### config.mk
export PLATFORM = sky130hd
export DESIGN_NAME = lemmings_dig_ctrl_flat
export DESIGN_NICKNAME = d
export VERILOG_FILES = /design/src/rtl/lemmings_dig_ctrl_if.sv /design/src/rtl/lemmings_dig_ctrl.sv /design/src/flat_wrapper.sv
export SDC_FILE = /design/constraint.sdc
export NUM_CORES = 1
export LEC_CHECK = 0
export ABC_AREA = 1
export BUFFER_PORTS_ARGS = -buffer_cell sky130_fd_sc_hd__buf_2
export CAP_MARGIN = 0
export CORE_MARGIN = 10
export CORE_UTILIZATION = 35
export CTS_CLUSTER_DIAMETER = 80
export CTS_CLUSTER_SIZE = 10
export DETAILED_ROUTE_END_ITERATION = 12
export PLACE_DENSITY = 0.65
export SLEW_MARGIN = 0
export SYNTH_ARGS = -nofsm -noshare
export SYNTH_HDL_FRONTEND = slang
export SYNTH_SLANG_ARGS = --single-unit
### constraint.sdc
create_clock -name sys_clk -period 1.38 [get_ports sys_clk]
set_clock_uncertainty 0.1 [all_clocks]
set_input_delay 0.069 -clock sys_clk [delete_from_list [all_inputs] [get_ports sys_clk]]
set_output_delay 0.069 -clock sys_clk [all_outputs]
set_load 0.02 [all_outputs]
### src/rtl/lemmings_dig_ctrl_if.sv
// Terrain/command inputs and animation outputs of one Lemming walker.
// Optional macro LEMMINGS_REVIVE_EN adds the revive command.
interface lemmings_dig_ctrl_if;
  logic bump_left;
  logic bump_right;
  logic ground;
  logic dig;
`ifdef LEMMINGS_REVIVE_EN
  logic revive;
`endif
  logic walk_left;
  logic walk_right;
  logic aaah;
  logic digging;

  modport master (
`ifdef LEMMINGS_REVIVE_EN
    output revive,
`endif
    output bump_left, bump_right, ground, dig,
    input  walk_left, walk_right, aaah, digging
  );

  modport slave (
`ifdef LEMMINGS_REVIVE_EN
    input  revive,
`endif
    input  bump_left, bump_right, ground, dig,
    output walk_left, walk_right, aaah, digging
  );
endinterface

### src/rtl/lemmings_dig_ctrl.sv
// Moore walk/fall/dig/splat controller for one Lemming with a saturating fall counter.
// Optional macro LEMMINGS_REVIVE_EN: revive command leaves SPLAT back to WALK_L.
module lemmings_dig_ctrl #(
  parameter int SPLAT_CYCLES = 20,
  parameter int CNT_W        = 5
) (
  input logic               sys_clk,
  input logic               sys_rst_n,
  lemmings_dig_ctrl_if.slave lem
);

  typedef enum logic [2:0] {
    WALK_L = 3'd0,
    WALK_R = 3'd1,
    FALL_L = 3'd2,
    FALL_R = 3'd3,
    DIG_L  = 3'd4,
    DIG_R  = 3'd5,
    SPLAT  = 3'd6
  } state_t;

  localparam logic [CNT_W-1:0] CNT_SAT   = CNT_W'(SPLAT_CYCLES + 1);
  localparam logic [CNT_W-1:0] CNT_LIMIT = CNT_W'(SPLAT_CYCLES);

  state_t           cstate;
  state_t           nstate;
  logic [CNT_W-1:0] r_fall_cnt;
  logic [CNT_W-1:0] w_fall_cnt_next;
  logic             w_in_fall;
  logic             w_next_fall;
  logic             w_splat_due;

  assign w_in_fall   = (cstate == FALL_L) || (cstate == FALL_R);
  assign w_next_fall = (nstate == FALL_L) || (nstate == FALL_R);
  // r_fall_cnt holds completed fall cycles; the current cycle makes it +1 aaah cycles.
  assign w_splat_due = (r_fall_cnt >= CNT_LIMIT);

  always_ff @(posedge sys_clk or negedge sys_rst_n) begin
    if (!sys_rst_n) begin
      cstate <= WALK_L;
    end else begin
      cstate <= nstate;
    end
  end

  always_ff @(posedge sys_clk or negedge sys_rst_n) begin
    if (!sys_rst_n) begin
      r_fall_cnt <= '0;
    end else begin
      r_fall_cnt <= w_fall_cnt_next;
    end
  end

  // Counts only while staying in a fall; saturates so long falls can never wrap to survival.
  always_comb begin
    w_fall_cnt_next = '0;
    if (w_in_fall && w_next_fall) begin
      w_fall_cnt_next = (r_fall_cnt == CNT_SAT) ? CNT_SAT : r_fall_cnt + CNT_W'(1);
    end
  end

  always_comb begin
    nstate = cstate;
    case (cstate)
      WALK_L: begin
        if (!lem.ground)        nstate = FALL_L;
        else if (lem.dig)       nstate = DIG_L;
        else if (lem.bump_left) nstate = WALK_R;
      end
      WALK_R: begin
        if (!lem.ground)         nstate = FALL_R;
        else if (lem.dig)        nstate = DIG_R;
        else if (lem.bump_right) nstate = WALK_L;
      end
      FALL_L: begin
        if (lem.ground) nstate = w_splat_due ? SPLAT : WALK_L;
      end
      FALL_R: begin
        if (lem.ground) nstate = w_splat_due ? SPLAT : WALK_R;
      end
      DIG_L: begin
        if (!lem.ground) nstate = FALL_L;
      end
      DIG_R: begin
        if (!lem.ground) nstate = FALL_R;
      end
      SPLAT: begin
`ifdef LEMMINGS_REVIVE_EN
        if (lem.revive) nstate = WALK_L;
`else
        nstate = SPLAT;
`endif
      end
      default: nstate = WALK_L;
    endcase
  end

  always_comb begin
    lem.walk_left  = 1'b0;
    lem.walk_right = 1'b0;
    lem.aaah       = 1'b0;
    lem.digging    = 1'b0;
    case (cstate)
      WALK_L:         lem.walk_left  = 1'b1;
      WALK_R:         lem.walk_right = 1'b1;
      FALL_L, FALL_R: lem.aaah       = 1'b1;
      DIG_L, DIG_R:   lem.digging    = 1'b1;
      default: ;
    endcase
  end

endmodule
### src/flat_wrapper.sv
// flat-port wrapper written by rule: the top's interface ports become plain ports
module lemmings_dig_ctrl_flat 
#(
  parameter int SPLAT_CYCLES = 20,
  parameter int CNT_W        = 5
)
  (sys_clk, sys_rst_n, lem_bump_left, lem_bump_right, lem_ground, lem_dig, lem_walk_left, lem_walk_right, lem_aaah, lem_digging);
  lemmings_dig_ctrl_if lem_i ();
  input logic sys_clk;
  input logic sys_rst_n;
  input wire logic [$bits(lem_i.bump_left)-1:0] lem_bump_left;
  input wire logic [$bits(lem_i.bump_right)-1:0] lem_bump_right;
  input wire logic [$bits(lem_i.ground)-1:0] lem_ground;
  input wire logic [$bits(lem_i.dig)-1:0] lem_dig;
  output wire logic [$bits(lem_i.walk_left)-1:0] lem_walk_left;
  output wire logic [$bits(lem_i.walk_right)-1:0] lem_walk_right;
  output wire logic [$bits(lem_i.aaah)-1:0] lem_aaah;
  output wire logic [$bits(lem_i.digging)-1:0] lem_digging;
  assign lem_i.bump_left = lem_bump_left;
  assign lem_i.bump_right = lem_bump_right;
  assign lem_i.ground = lem_ground;
  assign lem_i.dig = lem_dig;
  assign lem_walk_left = lem_i.walk_left;
  assign lem_walk_right = lem_i.walk_right;
  assign lem_aaah = lem_i.aaah;
  assign lem_digging = lem_i.digging;
  lemmings_dig_ctrl #(.SPLAT_CYCLES(SPLAT_CYCLES), .CNT_W(CNT_W)) u_core (.sys_clk(sys_clk), .sys_rst_n(sys_rst_n), .lem(lem_i));
endmodule
## After elaboration in Yosys (flattened, before gate mapping)

Cells that the tools add are included.
Widths: inputs -> output; s select.

| storage, ports and cells | value |
|---|---|
| register bits | 8 |
| bits of input ports | 6 |
| output and inout port bits | 4 |

| cells by class | value |
|---|---|
| reductions and logical operators | 6 |
| muxes and demuxes | 19 |
| equal/unequal tests | 9 |
| add/subtract/negate cells | 1 |
| magnitude comparators | 1 |

Operators by type and width:

| cell | number |
|---|---|
| $mux 3 | 12 |
| $pmux 3 s7 | 1 |
| $eq 3x2->1 const B | 4 |
| $mux 5 | 2 |
| $eq 3x3->1 const B | 3 |
| $add 5x1->5 const B | 1 |
| $eq 5x5->1 const B | 1 |
| $ge 5x5->1 const B | 1 |
| $mux 1 | 4 |
| $reduce_or 2->1 | 2 |
| $eq 3x1->1 const B | 1 |
| $logic_not 3->1 | 1 |
| $logic_or 1x1->1 | 2 |
| $logic_and 1x1->1 | 1 |

## Depth between registers and ports, before layout

Gate-level depths: netlist of the first run.

| depth | value |
|---|---|
| depth in word-level cells | 8 |
| mapped depth | 6 |

## Worst setup path after synthesis of the first run

No wires, ideal clock.

| path | value |
|---|---|
| path kind | reg-to-reg |
| start point | register u_core.cstate[1] |
| end point | register u_core.cstate[0] |
| required time | 1,208 ps |
| setup time | 72 ps |
| slack | -112 ps |
| buffers on the path | 1 |
| arrival | 1,319 ps |
| clock period less this slack | 1,492 ps |
| stages on the path, launching flop included | 5 |
| cell sequence | dfrtp_1 > buf_4 > nor3_1 > o21ai_0 > nand4_1 |

| between the ends | value |
|---|---|
| cells in the longest elaborated chain, start to end | 2 |
| elaborated cells between the ends (all ways) | 8 |
| classes of those cells | eq/ne (6); mux (1); reduce/logical (1) |

RTL lines:

| what | RTL line | source |
|---|---|---|
| start, declared | lemmings_dig_ctrl.sv:25 | `state_t cstate;` |
| start signal, assigned | lemmings_dig_ctrl.sv:42 | `cstate <= nstate;` |
| $eq 3x3->1 (tied with other cells) | lemmings_dig_ctrl.sv:64 | `case (cstate)` |
| $pmux 3 s7 (*) | lemmings_dig_ctrl.sv:64 |  |
| net u_core.nstate[0] | lemmings_dig_ctrl.sv:26 | `state_t nstate;` |

The timed path passes the listed nets; every way through them passes the cells marked *.

## Worst setup path after layout of the first run

| path | value |
|---|---|
| start point | register u_core.cstate[0] |
| end point | output port lem_walk_right |

| between the ends | value |
|---|---|
| cells in the longest elaborated chain, start to end | 2 |

RTL lines:

| what | RTL line | source |
|---|---|---|
| $eq 3x1->1 | lemmings_dig_ctrl.sv:103 | `case (cstate)` |
| $mux 1 | lemmings_dig_ctrl.sv:103 |  |
| end, declared | flat_wrapper.sv:16 | `output wire logic [$bits(lem_i.walk_right)-1:0] lem_walk_right;` |

Every way passes these cells.

==> summary.md, run 1 <==
| Metric | Value |
|---|---|
| PwrDens | `between 1500 and 2000 mW/mm²` |
| Setup_tns | `0 ns` |
| Non-filler cells, final | `92` |
| Dominant cell by count in the synthesized netlist | `inv_1` |
| Mapped Cells | `62` |
| GPL Wtd Cong | `0.796` |
| Combinational Power Share | `0.458` |
| DR pass1 iterations | `4` |
| Ratio of cells with drive above 1 in the final layout | `0.286` |
| Post-DRT Antenna Nets | `0` |
| Vias | `460` |
| RSZ-0062 raised after global routing | `no` |
| Clock sink count | `8` |
| Hold Path Class | `in2reg` |
| CTS HTree Levels | `1` |
| Dominant cell type by area after synthesis | `dfrtp_1` |
| Psw | `466 µW` |
| Status | `completed` |
| CTS Buf Count | `3` |
| Min Tclk post-route | `roughly 1.3 ns` |
| Clock power frac | `0.167` |
| Slew @ Worst Pin | `0.220 ns` |
| Setup violators final | `0` |
| Synth top area share | `0.403` |
| Initial detailed-routing violation count | `14` |
| Critical-path maximum fanout | `5` |
| Final hold vios | `0` |
| Die width | `57.7 µm` |
| Post-synth EDFFs | `0` |
| Synth-to-layout area growth | `28.7%` |
| First-pass GRT wire length | `2.04 mm` |
| Startpoint class of the critical path | `register` |
| CTS tree | `built` |
| Synth Net Count | `71` |
| Avg Synthesized Cell Area | `8.01 µm²` |
| Final HPWL DP | `about 900 µm` |
| Main synth FF type | `dfrtp_1` |
| Clock Pin Slew Worst Setup and Hold Paths | `0.05 ns` |
| Total track usage | `0.0769` |
| Crit Path Category | `reg2out` |
| Placed Cells | `87` |
| Via/cell ratio | `roughly 5.0` |
| Max_slew headroom | `0.852` |
| Synth Warn # | `0` |
| Internal Power | `~570 µW` |
| Synthesized area | `497 µm²` |
| Top Ports | `10` |
| Height of the die | `57.7 µm` |
| Max rail drop VDD | `~0.00089 V` |
| Netlist cell types | `18` |
| Buffer depth of the longest clock path | `2` |
| Drt drc | `0` |
| Net Sw Frac | `0.448` |
| Fin nets | `88` |
| Avg WL per Cell | `~12 µm` |
| Share of flip-flops with an asynchronous set or reset | `1.00` |
| Starting Density | `0.377` |
| Largest net degree at the start of global routing | `10` |
| Max Slew Vio Count | `0` |
| Die ar. | `0.00333 mm²` |
| # rows | `13` |
| Synth area leaders | `dfrtp_1, inv_1, ha_1` |
| CP required | `1.21 ns` |
| Core area | `0.00132 mm²` |
| Fmax | `758 MHz` |
| Tcrit/Tclk final | `0.957` |
| Critical path data arrival time | `approximately 1.2 ns` |
| Total gr overflow | `0` |
| Total leakage power | `0.332 nW` |
| Synthesized flop and latch total | `8` |
| Sequential area share after synthesis | `0.403` |
| Worst skew pair latency | `0.25 ns` |
| Clock root cell | `clkbuf_4` |
| Number of global-route vias before repair | `507` |
| Post-synth top cells | `inv_1, nor2_1, dfrtp_1` |
| Max_cap viols | `0` |
| CP Capture Type | `output port` |
| Port bufs | `9` |
| Routed WL | `1.14 mm` |
| Diode count | `0` |
| Initial antenna violation count | `0` |
| Share of power burned in registers | `0.375` |
-- worst max-delay path, stage by stage, from the launching register on --
cell and delay (ns):
dfrtp_1 0.46, inv_1 0.14, nor3_4 0.13, buf_4 0.16
-- final cells by class --
| cell class | count | area (µm²) |
|---|---|---|
| clock buffers | 3 | 22.5 |
| fillers | 126 | 678 |
| flip-flops and latches | 8 | 201 |
| inverters | 11 | 41.3 |
| well taps | 15 | 18.8 |
| repair buffers | 13 | 85.1 |
| multi-input cells | 42 | 270 |
-- power groups by stage --
| stage | Sequential (mW) | Combinational [mW] | Clock, mW |
|---|---|---|---|
| after detailed placement | 0.376 | 0.438 | 0 |
| final | 0.390 | 0.477 | 0.174 |
| after floorplan | 0.353 | 0.331 | 0 |
| after global placement | 0.375 | 0.425 | 0 |
| after CTS | 0.373 | 0.454 | 0.183 |
| after global routing | 0.403 | 0.539 | 0.194 |
-- sequential cells by signal (all words and copies together), names as in the netlist --
name	cells
u_core.cstate	3
u_core.r_fall_cnt	5
-- placed cells by master, fill, tap and decap left out --
master / synthesis / final
a21o_1: 1 / 1
a21oi_1: 2 / 2
a21oi_2: 2 / 2
buf_2: 0 / 7
buf_4: 1 / 4
clkbuf_4: 0 / 3
dfrtp_1: 8 / 7
dfrtp_2: 0 / 1
dlygate4sd3_1: 0 / 2
ha_1: 3 / 3
inv_1: 11 / 11
nand2_1: 6 / 6
nand2_2: 1 / 1
nand3_1: 4 / 4
nand3_2: 1 / 1
nand4_1: 2 / 2
nor2_1: 9 / 9
nor3_4: 0 / 2
o2111ai_1: 1 / 1
o21ai_0: 5 / 4
o21ai_1: 0 / 1
o21ai_2: 1 / 1
xor2_1: 2 / 2
-- per-layer routing --
metal | vias up | track usage | wire length (µm) | share of wire
li1 | 231 | - | - | -
met1 | 218 | 0.0746 | 432 | 0.38
met2 | 7 | 0.130 | 630 | 0.55
met3 | 4 | 0.0392 | 48 | 0.042
met4 | 0 | 0.0403 | 29 | 0.025
met5 | - | 0 | 0 | 0
-- cells by family (layout without fill, tap and decap cells) --
group,count (synthesis),count (layout),share of synthesized area
AO/OA/AOI/OAI,12,12,0.156
XOR/XNOR,2,2,0.0353
adder cells (fa/ha/maj),3,3,0.0756
buffers and inverters,12,27,0.0982
flip-flops,8,8,0.403
AND/OR/NAND/NOR,25,25,0.232
-- path summary, 6_finish.rpt --
| path | start | endpoint | slack [ns] | cells past startpoint |
|---|---|---|---|---|
| hold reg to reg | u_core.r_fall_cnt[4] | u_core.r_fall_cnt[4] | 0.52 | 2 |
| max in group asynchronous | sys_rst_n | u_core.cstate[1] | 0.91 | 2 |
| setup / recovery | u_core.cstate[0] | lem_walk_right | 0.06 | 3 |
| setup reg to reg | u_core.cstate[0] | u_core.cstate[0] | 0.10 | 4 |
| hold / removal | lem_bump_left | u_core.cstate[0] | 0.009 | 3 |
| min in group asynchronous | sys_rst_n | u_core.r_fall_cnt[4] | 0.08 | 2 |
-- timing repair --
action | CTS | global route
endpoints found under the setup margin | 1 | 4
pin swaps | 0 | 1
gates cloned | 0 | 0
resized for setup | 1 | 5
endpoints found under the hold margin | 9 | 0
hold buffers | 2 | 0
setup buffers | 0 | 0
-- metrics by stage --
stage	utilization	worst slack, ns	hold WS [ns]	power (mW)	cell area, µm²
2_1_floorplan	-	0.117	-0.327	0.684	507
5_1_grt	0.485	0.00243	0.0422	1.14	639
4_1_cts	0.473	0.0101	0.00809	1.01	623
3_5_place_dp	0.439	0.105	-0.178	0.814	578
6_report	0.485	0.0599	0.00925	1.04	639
3_3_place_gp	0.439	0.110	-0.175	0.800	578
Note: power is estimated with default switching activity, not from simulation.
==> inputs of run 2 (changes only) <==
--- a/config.mk
+++ b/config.mk
@@ -14,6 +14,7 @@
 export CTS_CLUSTER_SIZE = 10
 export DETAILED_ROUTE_END_ITERATION = 12
 export PLACE_DENSITY = 0.65
+export SETUP_SLACK_MARGIN = 0.1
 export SLEW_MARGIN = 0
 export SYNTH_ARGS = -nofsm -noshare
 export SYNTH_HDL_FRONTEND = slang
==> summary.md, run 2 (synthesized netlist as in run 1, its figures left out) <==
| Metric | Value |
|---|---|
| PwrDens | `1620 mW/mm² (-0.22%)` |
| Final Cell Area | `676 µm² (+5.7%)` |
| Avg WL per Cell | `12.9 µm (+3.6%)` |
| Clock sink count | `8 (unchanged)` |
| Startpoint class of the critical path | `register` |
| Post-DRT Antenna Nets | `0 (unchanged)` |
| # rows | `13 (unchanged)` |
| Critical path data arrival time | `1.11 ns (-0.04 ns)` |
| Worst skew pair latency | `0.25 ns (about the same)` |
| Final Total Pwr | `1.10 mW (+5.4%)` |
| Total gr overflow | `0 (unchanged)` |
| Starting Density | `0.377 (unchanged)` |
| RSZ-0062 raised after global routing | `yes` |
| Hold Path Sink | `u_core.cstate[0]` |
| Fmax | `783 MHz (+3.3%)` |
| Routed WL | `1.21 mm (+5.9%)` |
| Diode count | `0 (unchanged)` |
| Slew @ Worst Pin | `0.209 ns (-0.0110 ns)` |
| CTS HTree Levels | `1 (unchanged)` |
| Max rail drop VDD | `0.000917 V (+2.8%)` |
| Number of global-route vias before repair | `509 (+0.39%)` |
| Port bufs | `9 (unchanged)` |
| CP Capture Type | `output port` |
| Height of the die | `57.7 µm (unchanged)` |
| Crit Path Category | `reg2out` |
| Worst R2R Start | `u_core.r_fall_cnt[1]` |
| Max_slew headroom | `0.859 (+0.00740)` |
| CTS tree | `built` |
| Largest registers in the final layout | `u_core.r_fall_cnt: 5 flops, u_core.cstate: 3 flops` |
| Commonest non-fill, non-tap cell in the layout | `inv_1` |
| DP Area | `578 µm² (unchanged)` |
| Hold depth | `3 (unchanged)` |
| CP required | `1.21 ns (about the same)` |
| Fin nets | `90 (+2.3%)` |
| Hold Path Class | `in2reg` |
| Register-to-register setup slack | `0.11 ns (about the same)` |
| Core area | `0.00132 mm² (unchanged)` |
| Min-delay src | `lem_bump_left` |
| Die width | `57.7 µm (unchanged)` |
| Critical-path maximum fanout | `5 (unchanged)` |
| Min Tclk post-route | `1.28 ns (-0.0423 ns)` |
| Die ar. | `0.00333 mm² (unchanged)` |
| Largest net degree at the start of global routing | `10 (unchanged)` |
| Cells on worst reg2reg path | `6 (+2)` |
| Vias | `472 (+2.6%)` |
| Buffer depth of the longest clock path | `2 (unchanged)` |
| Synth-to-layout area growth | `36.0%` |
| Ratio of cells with drive above 1 in the final layout | `0.392 (+0.107)` |
| Status | `completed` |
| Reg2reg end | `u_core.r_fall_cnt[1]` |
| Clock Pin Slew Worst Setup and Hold Paths | `0.05 ns (about the same)` |
| CTS Buf Count | `3 (unchanged)` |
| Total leakage power | `0.339 nW (+2.0%)` |
| Setup violators final | `0 (unchanged)` |
| Total track usage | `0.0782 (+0.00138)` |
| First-pass GRT wire length | `2.07 mm (+1.7%)` |
| Initial detailed-routing violation count | `12 (-2)` |
| Via/cell ratio | `5.02 (+0.43%)` |
| Final hold vios | `0 (unchanged)` |
| Top Ports | `10 (unchanged)` |
| Clock root cell | `clkbuf_4` |
| Final HPWL DP | `905 µm (unchanged)` |
| Hold_ws | `0.00695 ns (-0.00230 ns)` |
| Max_cap viols | `0 (unchanged)` |
| DR pass1 iterations | `4 (unchanged)` |
| Largest reg by FF count | `u_core.r_fall_cnt` |
| Tcrit/Tclk final | `0.926 (-0.0307)` |
| GPL Wtd Cong | `0.796 (unchanged)` |
| Max Slew Vio Count | `0 (unchanged)` |
| Largest register FFs | `5 (unchanged)` |
| Drt drc | `0 (unchanged)` |
| Setup_tns | `0 ns (unchanged)` |
| Initial antenna violation count | `0 (unchanged)` |
| Most frequent cells in the layout | `inv_1, nor2_1, buf_2` |
## run 2: layer usage
metal / GRT usage / part of all wire / up-vias
met5: 0 / 0 / -
met4: 0.0302 / 0.012 / 0
met3: 0.0392 / 0.050 / 2
met2: 0.140 / 0.56 / 10
met1: 0.0748 / 0.38 / 223
li1: - / - / 237
## run 2: repair_timing
action | in CTS | in global routing
resized for setup | 4 | 11
pin swaps | 1 | 5
endpoints found under the hold margin | 9 | 0
setup buffers | 1 | 1
hold buffers | 2 | 0
setup endpoints to repair | 4 | 9
## run 2: worst max-delay path, stage by stage (launching register included)
cell     delay [ns]
dfrtp_2        0.43
inv_2          0.08
nor3_4         0.21
buf_6          0.14
## run 2: power by group
| part | leakage (nW) | switching (mW) | internal [mW] |
|---|---|---|---|
| clock | 0.0138 | 0.0751 | 0.0992 |
| sequential | 0.103 | 0.0972 | 0.300 |
| combinational | 0.222 | 0.313 | 0.213 |
| total | 0.339 | 0.486 | 0.612 |
## run 2: layout make-up
cell class	count	area, µm²
Inverter	11	41.3
Fill cell	120	642
Tap cell	15	18.8
Clock buffer	3	22.5
Timing Repair Buffer	15	108
Sequential cell	8	203
Multi-Input combinational cell	42	283
## run 2: how the worst max path moves through the flow
stage                         start                    to  slack (ns)
3_5_place_dp   u_core.r_fall_cnt[0]  u_core.r_fall_cnt[3]        0.10
5_1_grt        u_core.r_fall_cnt[0]  u_core.r_fall_cnt[3]        0.03
3_3_place_gp   u_core.r_fall_cnt[0]  u_core.r_fall_cnt[3]        0.11
2_1_floorplan      u_core.cstate[1]      u_core.cstate[0]        0.12
4_1_cts            u_core.cstate[2]        lem_walk_right        0.05
6_report           u_core.cstate[0]        lem_walk_right        0.10
## run 2: metrics by stage
stage | instances | util | setup slack (ns)
finish | 94 | 0.513 | 0.102
global route | 94 | 0.513 | 0.0296
CTS | 93 | 0.486 | 0.0470
detailed placement | 87 | 0.439 | 0.105
global placement | 87 | 0.439 | 0.110
floorplan | 62 | - | 0.117
==> inputs of run 3 (changes only) <==
--- a/config.mk
+++ b/config.mk
@@ -14,6 +14,7 @@
 export CTS_CLUSTER_SIZE = 10
 export DETAILED_ROUTE_END_ITERATION = 12
 export PLACE_DENSITY = 0.65
+export RECOVER_POWER = 50
 export SETUP_SLACK_MARGIN = 0.1
 export SLEW_MARGIN = 0
 export SYNTH_ARGS = -nofsm -noshare
==> constraint.sdc (replaced) <==
create_clock -name sys_clk -period 1.6 [get_ports sys_clk]
set_clock_uncertainty 0.1 [all_clocks]
set_input_delay 0.08 -clock sys_clk [delete_from_list [all_inputs] [get_ports sys_clk]]
set_output_delay 0.08 -clock sys_clk [all_outputs]
set_load 0.02 [all_outputs]
==> summary.md, run 3 (synthesized netlist as in run 1, its figures left out) <==
| Metric | Value |
|---|---|
| Top Ports | `10 (unchanged)` |
| Initial detailed-routing violation count | `17 (+5)` |
| Slowest cell on crit path | `dfrtp_1` |
| Ratio of cells with drive above 1 in the final layout | `0.213 (-0.179)` |
| Crit Path Category | `reg2out` |
| Wl on met1 | `477 µm (+4.1%)` |
| Max incr delay on CP | `0.46 ns (+0.03 ns)` |
| Post-CTS resize count | `0 (-4)` |
| GPL Wtd Cong | `0.786 (-1.3%)` |
| Number of global-route vias before repair | `410 (-19%)` |
| First-pass GRT wire length | `1.70 mm (-18%)` |
| RSZ-0062 raised after global routing | `no` |
| DR pass1 iterations | `4 (unchanged)` |
| Met3 WL | `27 µm (-55%)` |
| Vias | `438 (-7.2%)` |
| Starting Density | `0.377 (unchanged)` |
| CTS HTree Levels | `1 (unchanged)` |
| Avg WL per Cell | `11.1 µm (-14%)` |
| CP required | `1.42 ns (+0.21 ns)` |
| DP Area | `553 µm² (-4.3%)` |
| Storage cell area | `200 µm² (-1.2%)` |
| Critical path data arrival time | `1.16 ns (+0.05 ns)` |
| Status | `completed` |
| Final HPWL DP | `794 µm (-12%)` |
| Final hold vios | `0 (unchanged)` |
| Met2 WL post-DR | `485 µm (-28%)` |
| Port bufs | `9 (unchanged)` |
| Routed WL | `998 µm (-17%)` |
| Core area | `0.00132 mm² (unchanged)` |
| Hold_ws | `0.0103 ns (+0.00337 ns)` |
| Commonest non-fill, non-tap cell in the layout | `inv_1` |
| Largest registers in the final layout | `u_core.r_fall_cnt: 5 flops, u_core.cstate: 3 flops` |
| Die ar. | `0.00333 mm² (unchanged)` |
| Multi-input logic area | `248 µm² (-12%)` |
| Buffer depth of the longest clock path | `2 (unchanged)` |
| Diode count | `0 (unchanged)` |
| Startpoint class of the critical path | `register` |
| Drt drc | `0 (unchanged)` |
| Cell Chain, Critical Path | `nor3_1 -> buf_2` |
| Height of the die | `57.7 µm (unchanged)` |
| Post-DRT Antenna Nets | `0 (unchanged)` |
| Min Tclk post-route | `between 1 and 1.5 ns` |
| Fin nets | `86 (-4.4%)` |
| Largest register FFs | `5 (unchanged)` |
| Max rail drop VDD | `0.000639 V (-30%)` |
| Clock sink count | `8 (unchanged)` |
| Cells on worst reg2reg path | `6 (unchanged)` |
| Hold Path Class | `in2reg` |
| Hold depth | `3 (unchanged)` |
| Final Worst Setup Slack | `0.257 ns (+0.155 ns)` |
| # rows | `13 (unchanged)` |
| Top layer in use | `met4` |
| CTS Buf Count | `3 (unchanged)` |
| Total track usage | `0.0633 (-0.0149)` |
| CTS tree | `built` |
| Fmax | `745 MHz` |
| Critical-path maximum fanout | `9 (+4)` |
| Max_cap viols | `0 (unchanged)` |
| Max Slew Vio Count | `0 (unchanged)` |
| Total gr overflow | `0 (unchanged)` |
| Fill cells | `125 (+4.2%)` |
| CP Capture Type | `output port` |
| Final Cell Area | `594 µm² (-12%)` |
| Setup_tns | `0 ns (unchanged)` |
| PwrDens | `1370 mW/mm² (-16%)` |
| Initial antenna violation count | `0 (unchanged)` |
| Pre-CTS WS | `0.350 ns (+0.246 ns)` |
| Via/cell ratio | `4.87 (-3.1%)` |
| Tcrit/Tclk final | `0.839` |
| Clock Pin Slew Worst Setup and Hold Paths | `0.06 ns (about the same)` |
| Largest reg by FF count | `u_core.r_fall_cnt` |
| Max_slew headroom | `0.707 (-0.152)` |
| Total leakage power | `0.315 nW (-7.2%)` |
| Die width | `57.7 µm (unchanged)` |
| Synth-to-layout area growth | `19.6%` |
| Largest net degree at the start of global routing | `10 (unchanged)` |
| Most frequent cells in the layout | `inv_1, nor2_1, buf_2, dfrtp_1, nand2_1` |
| Clock root cell | `clkbuf_4` |
| Setup violators final | `0 (unchanged)` |
| Slew @ Worst Pin | `0.439 ns (+0.230 ns)` |
| Worst skew pair latency | `0.25 ns (about the same)` |
==> run 3: cell count changes in the layout (fill, tap and decap cells not counted), sizes merged <==
cell,before,now
clkbuf,3,4
buf,13,8
==> run 3: critical path: cells and delay by family (launching register included) <==
family        cells  cell delay (ns)
flops             1             0.46
simple gates      1             0.24
buf+inv           1             0.21
==> run 3: path summary, 6_finish.rpt <==
path                                 startpoint              endpoint  slack (ns)
min                               lem_bump_left      u_core.cstate[0]        0.01
min reg2reg                u_core.r_fall_cnt[4]  u_core.r_fall_cnt[4]        0.51
max                            u_core.cstate[1]        lem_walk_right        0.26
min in group asynchronous             sys_rst_n      u_core.cstate[0]        0.18
max in group asynchronous             sys_rst_n  u_core.r_fall_cnt[0]        0.92
max reg2reg                u_core.r_fall_cnt[1]  u_core.r_fall_cnt[3]        0.33
==> run 3: area by class of cell <==
| cell class | instances | share of cell area |
|---|---|---|
| tap | 15 | 0.0316 |
| clock buffer | 3 | 0.0379 |
| sequential | 8 | 0.337 |
| inverter | 11 | 0.0695 |
| timing repair buffer | 11 | 0.107 |
| multi-input combinational | 42 | 0.417 |
==> run 3: metal layers <==
metal  GRT usage  vias to the layer above
li1            -                      229
met1      0.0747                      204
met2      0.0920                        3
met3      0.0261                        2
met4      0.0403                        0
met5           0                        -
==> run 3: power by group <==
| part | switching [mW] | internal (mW) |
|---|---|---|
| sequential | 0.0735 | 0.254 |
| clock | 0.0682 | 0.0858 |
| combinational | 0.215 | 0.116 |
| total | 0.357 | 0.456 |
==> run 3: metrics by stage <==
stage	utilization	instances	total power, mW
global placement	0.420	85	0.657
CTS	0.452	90	0.821
floorplan	-	62	0.574
finish	0.451	90	0.813
global route	0.451	90	0.893
detailed placement	0.420	85	0.660
==> run 3: what timing repair did <==
item	4_1_cts	5_1_grt
setup buffers	0	0
endpoints found under the hold margin	9	0
hold buffers	2	0
